$ cat config.mk
export PLATFORM = sky130hd
export DESIGN_NAME = uart_rx_byte_flat
export DESIGN_NICKNAME = d
export VERILOG_FILES = /design/src/rtl/uart_rx_byte_if.sv /design/src/rtl/uart_rx_byte.sv /design/src/flat_wrapper.sv
export SDC_FILE = /design/constraint.sdc
export NUM_CORES = 1
export LEC_CHECK = 0
export BUFFER_PORTS_ARGS = -buffer_cell sky130_fd_sc_hd__buf_2
export CORE_MARGIN = 2
export CORE_UTILIZATION = 57
export CTS_BUF_LIST = sky130_fd_sc_hd__clkbuf_16
export CTS_CLUSTER_SIZE = 30
export DETAILED_ROUTE_END_ITERATION = 12
export HOLD_SLACK_MARGIN = 0.08
export PLACE_DENSITY = 0.77
export SLEW_MARGIN = 30
export SYNTH_ARGS = -nofsm -noshare
export SYNTH_HDL_FRONTEND = slang
export SYNTH_SLANG_ARGS = --single-unit
$ cat constraint.sdc
create_clock -name clk_50mhz -period 2.31 [get_ports clk_50mhz]
set_clock_uncertainty 0.05 [all_clocks]
set_input_delay 0.1155 -clock clk_50mhz [delete_from_list [all_inputs] [get_ports clk_50mhz]]
set_output_delay 0.1155 -clock clk_50mhz [all_outputs]
set_load 0.05 [all_outputs]
$ cat src/rtl/uart_rx_byte_if.sv
// Byte-level handshake between the UART receiver and the fabric logic
// that consumes host traffic (command decoder, LED control, ...).
// The receiver side is the master: it presents bytes and status pulses,
// the consumer answers with rx_ready.
interface uart_rx_byte_if;
  logic [7:0] rx_data;
  logic       rx_valid;
  logic       rx_ready;
  logic       rx_frame_err;
  logic       rx_overrun;

  modport master (
    output rx_data,
    output rx_valid,
    output rx_frame_err,
    output rx_overrun,
    input  rx_ready
  );

  modport slave (
    input  rx_data,
    input  rx_valid,
    input  rx_frame_err,
    input  rx_overrun,
    output rx_ready
  );
endinterface

$ cat src/rtl/uart_rx_byte.sv
// 8N1 UART receiver: turns the asynchronous uart_rxd pin into parallel
// bytes with a valid/ready handshake. The bit timer is re-aligned on every
// start edge and samples at the middle of each bit. A stop bit sampled low
// raises one frame-error pulse and the receiver then waits for the line to
// return high, so a held-low break produces exactly one error.
module uart_rx_byte #(
  parameter real CLK_FREQUENCY = 50.0e6,
  parameter real BAUD_RATE     = 115200.0
) (
  input  logic          clk_50mhz,
  input  logic          rst_n,
  input  logic          uart_rxd,
  uart_rx_byte_if.master rx
);

  localparam int CLKS_PER_BIT = int'(CLK_FREQUENCY / BAUD_RATE);
  localparam int HALF_BIT     = CLKS_PER_BIT / 2;
  localparam int CNT_W        = (CLKS_PER_BIT > 1) ? $clog2(CLKS_PER_BIT) : 1;

  // Terminal counts of the bit timer: mid start bit, then one full bit.
  localparam logic [CNT_W-1:0] HALF_LAST = CNT_W'(HALF_BIT - 1);
  localparam logic [CNT_W-1:0] BIT_LAST  = CNT_W'(CLKS_PER_BIT - 1);

  // Too few clocks per bit leaves no room to find the bit centre.
  generate
    if (CLKS_PER_BIT < 4) begin : g_rate_check
      $error("uart_rx_byte: CLKS_PER_BIT must be at least 4");
    end
  endgenerate

  typedef enum logic [2:0] {
    S_IDLE,
    S_START,
    S_DATA,
    S_STOP,
    S_BREAK
  } state_t;

  // Synchroniser on the raw pin (both stages reset to line-idle high).
  logic rxd_meta_q;
  logic rxd_s_q;

  // Frame-timing state.
  state_t           state_q,   state_d;
  logic [CNT_W-1:0] clk_cnt_q, clk_cnt_d;
  logic [2:0]       bit_idx_q, bit_idx_d;
  logic [7:0]       shift_q,   shift_d;

  // Output registers.
  logic [7:0] rx_data_q,      rx_data_d;
  logic       rx_valid_q,     rx_valid_d;
  logic       frame_err_q,    frame_err_d;
  logic       overrun_q,      overrun_d;

  logic accept;
  assign accept = rx_valid_q & rx.rx_ready;

  // Two-flop synchroniser bringing uart_rxd into the clk_50mhz domain.
  always_ff @(posedge clk_50mhz or negedge rst_n) begin
    if (!rst_n) begin
      rxd_meta_q <= 1'b1;
      rxd_s_q    <= 1'b1;
    end else begin
      rxd_meta_q <= uart_rxd;
      rxd_s_q    <= rxd_meta_q;
    end
  end

  // Next-state logic: frame sequencing, bit sampling and output handshake.
  always_comb begin
    state_d     = state_q;
    clk_cnt_d   = clk_cnt_q;
    bit_idx_d   = bit_idx_q;
    shift_d     = shift_q;
    rx_data_d   = rx_data_q;
    rx_valid_d  = rx_valid_q;
    frame_err_d = 1'b0;
    overrun_d   = 1'b0;

    // A consumed byte drops valid; a load later in this block wins.
    if (accept) begin
      rx_valid_d = 1'b0;
    end

    case (state_q)
      S_IDLE: begin
        clk_cnt_d = '0;
        if (!rxd_s_q) begin
          state_d = S_START;
        end
      end

      S_START: begin
        if (clk_cnt_q == HALF_LAST) begin
          clk_cnt_d = '0;
          bit_idx_d = 3'd0;
          // Still low at mid start bit: a genuine start, otherwise a glitch.
          state_d   = rxd_s_q ? S_IDLE : S_DATA;
        end else begin
          clk_cnt_d = clk_cnt_q + 1'b1;
        end
      end

      S_DATA: begin
        if (clk_cnt_q == BIT_LAST) begin
          clk_cnt_d = '0;
          shift_d   = {rxd_s_q, shift_q[7:1]};
          if (bit_idx_q == 3'd7) begin
            state_d = S_STOP;
          end else begin
            bit_idx_d = bit_idx_q + 3'd1;
          end
        end else begin
          clk_cnt_d = clk_cnt_q + 1'b1;
        end
      end

      S_STOP: begin
        if (clk_cnt_q == BIT_LAST) begin
          clk_cnt_d = '0;
          if (rxd_s_q) begin
            // Good stop bit: present the byte and go back to hunting for
            // the next start edge without waiting for the stop bit to end.
            rx_data_d  = shift_q;
            rx_valid_d = 1'b1;
            overrun_d  = rx_valid_q & ~rx.rx_ready;
            state_d    = S_IDLE;
          end else begin
            frame_err_d = 1'b1;
            state_d     = S_BREAK;
          end
        end else begin
          clk_cnt_d = clk_cnt_q + 1'b1;
        end
      end

      S_BREAK: begin
        clk_cnt_d = '0;
        if (rxd_s_q) begin
          state_d = S_IDLE;
        end
      end

      default: begin
        state_d   = S_IDLE;
        clk_cnt_d = '0;
      end
    endcase
  end

  // State and output registers; reset abandons any frame in flight.
  always_ff @(posedge clk_50mhz or negedge rst_n) begin
    if (!rst_n) begin
      state_q     <= S_IDLE;
      clk_cnt_q   <= '0;
      bit_idx_q   <= 3'd0;
      shift_q     <= 8'h00;
      rx_data_q   <= 8'h00;
      rx_valid_q  <= 1'b0;
      frame_err_q <= 1'b0;
      overrun_q   <= 1'b0;
    end else begin
      state_q     <= state_d;
      clk_cnt_q   <= clk_cnt_d;
      bit_idx_q   <= bit_idx_d;
      shift_q     <= shift_d;
      rx_data_q   <= rx_data_d;
      rx_valid_q  <= rx_valid_d;
      frame_err_q <= frame_err_d;
      overrun_q   <= overrun_d;
    end
  end

  assign rx.rx_data      = rx_data_q;
  assign rx.rx_valid     = rx_valid_q;
  assign rx.rx_frame_err = frame_err_q;
  assign rx.rx_overrun   = overrun_q;

endmodule

$ cat src/flat_wrapper.sv
// flat-port wrapper written by rule: the top's interface ports become plain ports
module uart_rx_byte_flat 
#(
  parameter real CLK_FREQUENCY = 50.0e6,
  parameter real BAUD_RATE     = 115200.0
)
  (clk_50mhz, rst_n, uart_rxd, rx_rx_data, rx_rx_valid, rx_rx_frame_err, rx_rx_overrun, rx_rx_ready);
  uart_rx_byte_if rx_i ();
  input  logic clk_50mhz;
  input  logic rst_n;
  input  logic uart_rxd;
  output wire logic [$bits(rx_i.rx_data)-1:0] rx_rx_data;
  output wire logic [$bits(rx_i.rx_valid)-1:0] rx_rx_valid;
  output wire logic [$bits(rx_i.rx_frame_err)-1:0] rx_rx_frame_err;
  output wire logic [$bits(rx_i.rx_overrun)-1:0] rx_rx_overrun;
  input wire logic [$bits(rx_i.rx_ready)-1:0] rx_rx_ready;
  assign rx_rx_data = rx_i.rx_data;
  assign rx_rx_valid = rx_i.rx_valid;
  assign rx_rx_frame_err = rx_i.rx_frame_err;
  assign rx_rx_overrun = rx_i.rx_overrun;
  assign rx_i.rx_ready = rx_rx_ready;
  uart_rx_byte #(.CLK_FREQUENCY(CLK_FREQUENCY), .BAUD_RATE(BAUD_RATE)) u_core (.clk_50mhz(clk_50mhz), .rst_n(rst_n), .uart_rxd(uart_rxd), .rx(rx_i));
endmodule
After elaboration in Yosys (flattened, before gate mapping)
Cells that the tools add are included.
{ "word_totals": {"register_bits": 36, "input_bits": 4, "output_inout_bits": 11} }
{ "classes": {"add_sub_neg": 2, "eq_ne": 14, "mux": 26, "n_bitwise": 3, "n_reduce_logical": 7} }
{ "op_table": {"columns": ["operator", "n"], "rows": [
  ["3-bit 2-to-1 mux", 10],
  ["9-bit 2-to-1 mux", 2],
  ["9-bit one-hot mux with 2 select lines", 1],
  ["3-bit one-hot mux with 5 select lines", 1],
  ["1-bit 2-to-1 mux", 10],
  ["2-bit by 1-bit inequality test with 1-bit output, second input constant", 5],
  ["9-bit by 1-bit adder with 9-bit output, second input constant", 1],
  ["9-bit by 8-bit equality test with 1-bit output, second input constant", 1],
  ["9-bit equality test, second input constant", 1],
  ["3-bit by 2-bit equality test with 1-bit output, second input constant", 2],
  ["3-bit equality test, second input constant", 2],
  ["3-bit one-hot mux with 2 select lines", 1],
  ["6-bit AND reduction", 1],
  ["2-bit inequality test, second input constant", 2],
  ["4-bit AND reduction", 1],
  ["3-bit by 1-bit adder with 3-bit output, second input constant", 1],
  ["3-bit by 1-bit equality test with 1-bit output, second input constant", 1],
  ["3-bit logical NOT", 1],
  ["3-bit AND reduction", 1],
  ["1-bit AND", 2],
  ["2-bit 2-to-1 mux", 1],
  ["2-bit AND reduction", 1],
  ["2-bit nonzero test", 1],
  ["2-bit OR reduction", 1],
  ["1-bit NOT", 1]
]} }

Longest topological paths before layout
Gate-level depths: netlist (run 1).
{ "depth": {"ltp_word": 5, "ltp_mapped": 7, "ltp_nobuf": 6} }

Worst setup path after synthesis (run 1)
No wires, ideal clock.
{ "synth_path": {"path_type": "reg-to-reg", "startpoint": "register u_core.clk_cnt_q[0]", "endpoint": "register u_core.state_q[0]", "setup_time_ns": 0.079, "arrival_ns": 1.893, "slack_ns": 0.287, "stages_incl_launch_ff": 7, "path_buffers": 0, "period_less_slack_ns": 2.023, "cell_sequence": "dfrtp_1 > inv_1 > ha_1 > or4b_1 > or3_4 > a2bb2oi_2 > mux2i_1"} }
{ "synth_between": {"elab_chain_len": 3, "elab_cells_between_ends": 6, "cone_classes": "5 x eq/ne; 1 x reduce/logical"} }
{ "synth_rtl": {"columns": ["item", "line", "text"], "rows": [
  ["start, declared", "uart_rx_byte.sv:45", "logic [CNT_W-1:0] clk_cnt_q, clk_cnt_d;"],
  ["start signal, assigned", "uart_rx_byte.sv:164", "clk_cnt_q <= clk_cnt_d;"],
  ["9-bit equality test / 9-bit by 8-bit equality test with 1-bit output (equally long branches)", "uart_rx_byte.sv:105, uart_rx_byte.sv:119, uart_rx_byte.sv:94", null],
  ["2-bit by 1-bit inequality test with 1-bit output (no source line)", null, null],
  ["6-bit AND reduction (no source line) (*)", null, null],
  ["end signal, assigned", "uart_rx_byte.sv:163", "state_q <= state_d;"],
  ["end, declared", "uart_rx_byte.sv:44", "state_t state_q, state_d;"]
]} }
Every way passes the cells marked *; elsewhere a longest branch is shown, timed or not.
A chain may end at the register's enable or synchronous reset.

Worst setup path in the final report (run 1)
{ "layout_path": {"startpoint": "register u_core.clk_cnt_q[0]", "endpoint": "register u_core.state_q[1]"} }
Same word-level chain as after synthesis.

==> reports/metrics.yaml, run 1 <==
cts_setup_buffers: 0
synthesis.area_um2: 1560
numPortBuffers: 14
synth_top_cell_by_area: "dfrtp_1"
cp_data_required_time_ns: 2.46
avgSynthCellArea_um2: 12.8
cts_tree: "yes"
power_mw: 1.27
clock-sinks: 36
ys_types: 32
ys_top_cells_by_count: "dfrtp_1, mux2_2, nor2_1"
hpwlAfterDp_um: 1740
final_cells: 177
first_pass_iters: 4
ys.flop_type: "dfrtp_1"
hp-class: "flip-flop to flip-flop"
synth-seq-cells: 36
reg2reg_slack_ns: 0.17
status: "completed"
fmax_ghz: 0.468
worstPathArrival_ns: 2.29
layout_min_cycle_time_ns: 2.14
whs_path_depth: 0
hold_viol_final: 0
io_pins: 15
min_from: "u_core.rxd_meta_q"
clk_latency_ns: 0.28
rr_worst_depth: 6
synth.most_common_cell: "dfrtp_1"
syn_to_final_growth_pct: 17.8
ctsHoldBuffers: 3
track_usage: 0.193
cts_root_buf: "clkbuf_16"
place_area_um2: 1670
setup_viol: 0
start_util: 0.614
die_w_um: 56.4
htreeDepth: 2
rows: 18
grt_pass1_wl_um: 4570
max_slew_margin: 0.477
clk_path_buf_depth: 2
die_h_um: 56.4
vias: 981
syn-instance-count: 122
yosys_warnings: 0
synth_edf_count: 0
maxCapViolCount: 0
post_cts_resized: 0
final_layout_size_suffix_gt1_frac: 0.306
gr-total-overflow: 0
drtIter0Drc: 29
avgRoutedWirePerCell_um: 14.8
synth.area.top_cells: "dfrtp_1, mux2_2, ha_1, dfstp_2, nor2_1"
synth_nets: 131
setup_total_negative_slack_ns: 0
clk_pin_slew_ns: 0.05
leakagePower_nw: 0.942
setup_slack_ns: 0.172
crit_fanout: 5
grt_max_degree: 37
via_per_inst: 5.54
routed_wl_um: 2620
core_um2: 2540
async_reset_ff_frac: 1.00
end_kind: "flip-flop"
worstMarginPinSlew_ns: 0.785
p_per_area_nw_per_um2: 692
place_ws_ns: 0.190
r2r-end: "u_core.state_q[1]"
place.gp.congestion: 0.739
min_to: "u_core.rxd_s_q"
seq_area_frac_synth: 0.578
worstReg2RegStart: "u_core.clk_cnt_q[0]"
rsz0062_at_grt: "false"
die_area_um2: 3180
drc: 0
antenna_found_initial: 0
grt_pass1_vias: 993
final_max_slew_viol_count: 0
ant_nets: 0
cts-buffers-inserted: 5
critPathKind: "flip-flop to flip-flop"
antennaDiodeCount: 0
worstSetupStartpointType: "flip-flop"
dp.cells: 166
post-route-period-util: 0.925
synth_top_area_frac: 0.544
ir_drop_mv: 0.749
nNetsFinal: 155
final_cell_area_um2: 1840
layout make-up:
type / count / area [um^2]
multi-input combinational: 78 / 622
fill: 194 / 704
timing repair buffer: 20 / 123
sequential: 36 / 903
clock inverter: 3 / 11.3
inverter: 5 / 18.8
clock buffer: 5 / 125
tap: 30 / 37.5
through the flow:
stage	hold WS (ns)	util
2_1_floorplan	-0.230	-
3_3_place_gp	0.176	0.658
3_5_place_dp	0.180	0.658
4_1_cts	0.309	0.723
5_1_grt	0.312	0.723
6_report	0.307	0.723
critical path, cell delays in order, from the launching register on:
cell	delay (ns)
dfrtp_1	0.42
inv_1	0.08
ha_1	0.13
or4b_1	0.43
or3_4	0.40
or4_1	0.40
a21oi_1	0.16
state kept, by name, summed over array words and instances, names as in the netlist:
register,count
u_core.clk_cnt_q,9
u_core.rx.rx_data,8
u_core.shift_q,8
u_core.bit_idx_q,3
u_core.state_q,3
u_core.rx.rx_frame_err,1
u_core.rx.rx_overrun,1
u_core.rx.rx_valid,1
u_core.rxd_meta_q,1
u_core.rxd_s_q,1
worst max path at each step:
stage	slack [ns]	depth (start not counted)	startpoint	end
global placement	0.23	6	u_core.clk_cnt_q[0]	u_core.state_q[1]
detailed placement	0.19	6	u_core.clk_cnt_q[0]	u_core.state_q[1]
finish	0.17	6	u_core.clk_cnt_q[0]	u_core.state_q[1]
CTS	0.17	6	u_core.clk_cnt_q[0]	u_core.state_q[1]
floorplan	0.29	6	u_core.clk_cnt_q[0]	u_core.state_q[0]
global route	0.07	6	u_core.clk_cnt_q[0]	u_core.state_q[1]
report_power, final:
part	internal (mW)	leakage, nW	switching, mW
Combinational	0.00560	0.391	0.0134
Sequential	0.635	0.481	0.00183
Clock	0.387	0.0701	0.231
cell families (layout without fill, tap and decap cells):
| family | after synthesis | in the layout | share of synthesized area |
|---|---|---|---|
| DFF | 36 | 36 | 0.578 |
| xor gates and xnor gates | 7 | 7 | 0.0392 |
| adders and majority gates | 5 | 5 | 0.0400 |
| and+or+nand+nor | 40 | 40 | 0.147 |
| AOI/OAI and AO/OA | 8 | 8 | 0.0432 |
| muxes | 18 | 18 | 0.129 |
| buffers and inverters | 8 | 33 | 0.0240 |
layer usage:
layer,wire length [um],global-route usage
met5,0,0
met4,35,0.102
met3,101,0.0553
met2,1180,0.284
met1,1300,0.258
layout by cell type, fill, tap and decap left out, types with 4 or more instances in the layout:
cell       instances
nand3_1            4
dfrtp_1           34
ha_1               5
buf_2             14
mux2_2            17
nor2_1            12
clkbuf_16          5
inv_1              6
xnor2_1            5
No activity file was read; power rests on OpenSTA's default activity.
==> inputs of run 2 (changes only) <==
- clock period: 2.31 -> 2.1 ns (I/O delays scaled with it)
==> reports/metrics.yaml, run 2 (synthesized netlist as in run 1, its figures left out) <==
layout_min_cycle_time_ns: 2.06
grt_max_degree: 37
fin_hold_ws_ns: 0.308
clk_path_buf_depth: 2
largest_reg_flops: 9
rr_worst_depth: 6
via_per_inst: 5.50
setup_slack_ns: 0.0382
core_um2: 2540
setup_viol: 0
slowest_stage: "or4b_1"
top_register: "u_core.clk_cnt_q"
min_from: "u_core.rxd_meta_q"
antenna_found_initial: 0
cts_root_buf: "clkbuf_16"
ant_nets: 0
die_h_um: 56.4
track_usage: 0.189
critPathMaxStageDelay_ns: 0.43
max_slew_margin: 0.502
p_per_area_nw_per_um2: 799
syn_to_final_growth_pct: 21.6
reg2reg_slack_ns: 0.04
first_pass_iters: 4
post-route-period-util: 0.982
htreeDepth: 2
ir_drop_mv: 0.734
clk_latency_ns: 0.27
clk_pin_slew_ns: 0.05
final_cell_mix: "dfrtp_1, mux2_2, buf_2"
final_max_slew_viol_count: 0
die_area_um2: 3180
grt_pass1_wl_um: 4600
gr-total-overflow: 0
hold_viol_final: 0
final_cells: 180
routed_wl_um: 2570
final_layout_size_suffix_gt1_frac: 0.367
rsz0062_at_grt: "true"
critPathKind: "flip-flop to flip-flop"
end_kind: "flip-flop"
dp.cells: 168
worstReg2RegStart: "u_core.clk_cnt_q[0]"
drc: 0
status: "completed"
cts_tree: "yes"
place.gp.congestion: 0.818
rows: 18
die_w_um: 56.4
cp_data_required_time_ns: 2.24
grt_pass1_vias: 1039
nNetsFinal: 158
power_mw: 1.52
io_pins: 15
mostFrequentLayoutCell: "dfrtp_1"
avgRoutedWirePerCell_um: 14.3
r2r-end: "u_core.state_q[1]"
hpwlAfterDp_um: 1760
numPortBuffers: 14
start_util: 0.614
worstPathArrival_ns: 2.21
place_ws_ns: 0.00152
worstSetupStartpointType: "flip-flop"
hp-class: "flip-flop to flip-flop"
path_cells: "inv_1 > ha_1 > or4b_1 > or3_4 > or4_4 > a21oi_2"
vias: 990
maxCapViolCount: 0
worstMarginPinSlew_ns: 0.748
cts-buffers-inserted: 5
min_to: "u_core.rxd_s_q"
crit_fanout: 3
whs_path_depth: 0
antennaDiodeCount: 0
clock-sinks: 36
leakagePower_nw: 0.976
fmax_ghz: 0.485
drtIter0Drc: 18
==> run 2: cell count changes in the layout (fill, tap and decap cells not counted), sizes merged <==
| cell | delta |
|---|---|
| buf | +3 |
| clkinv | -1 |
| bufinv | +1 |
==> run 2: how the worst max path moves through the flow <==
stage          slack (ns)                 to                 from
2_1_floorplan        0.08  u_core.state_q[0]  u_core.clk_cnt_q[0]
3_3_place_gp         0.07  u_core.state_q[1]  u_core.clk_cnt_q[1]
3_5_place_dp        0.002  u_core.state_q[1]  u_core.clk_cnt_q[1]
4_1_cts             0.006  u_core.state_q[1]  u_core.clk_cnt_q[0]
5_1_grt             -0.03  u_core.state_q[1]  u_core.clk_cnt_q[0]
6_report             0.04  u_core.state_q[1]  u_core.clk_cnt_q[0]
==> run 2: metal layers <==
layer	global-route usage	share of wire
met4	0.0816	0.017
met3	0.0553	0.026
met5	0	0
met2	0.326	0.51
met1	0.218	0.44
==> run 2: what timing repair did <==
action | in CTS | in global routing
hold buffers | 3 | 0
setup buffers | 1 | 0
pin swaps | 1 | 2
endpoints found under the hold margin | 37 | 0
gates resized for setup | 1 | 4
endpoints found under the setup margin | 1 | 19
==> run 2: report_power, final <==
group	internal (mW)	switching [mW]
Clock	0.552	0.247
Combinational	0.00616	0.0142
Sequential	0.698	0.00199
==> run 2: worst max-delay path: cells and delay by family (launching register included) <==
kind                       cells  cell delay [ns]
and+or+nand+nor                3             1.20
DFF                            1             0.39
AOI/OAI and AO/OA              1             0.15
buffers and inverters          1             0.07
adders and majority gates      1             0.13
==> run 2: stage by stage <==
step / TNS [ns] / area, um^2 / utilization
after CTS: 0 / 1890 / 0.744
after floorplan: 0 / 1560 / -
after global routing: -0.0338 / 1900 / 0.747
after global placement: 0 / 1690 / 0.664
after detailed placement: 0 / 1690 / 0.664
final: 0 / 1900 / 0.747
==> run 2: layout make-up <==
type	count	area (um^2)
Fill cell	170	644
Tap cell	30	37.5
Multi-Input combinational cell	78	632
Inverter	5	18.8
Sequential cell	36	903
Clock buffer	5	125
Timing Repair Buffer	23	145
Clock inverter	3	38.8
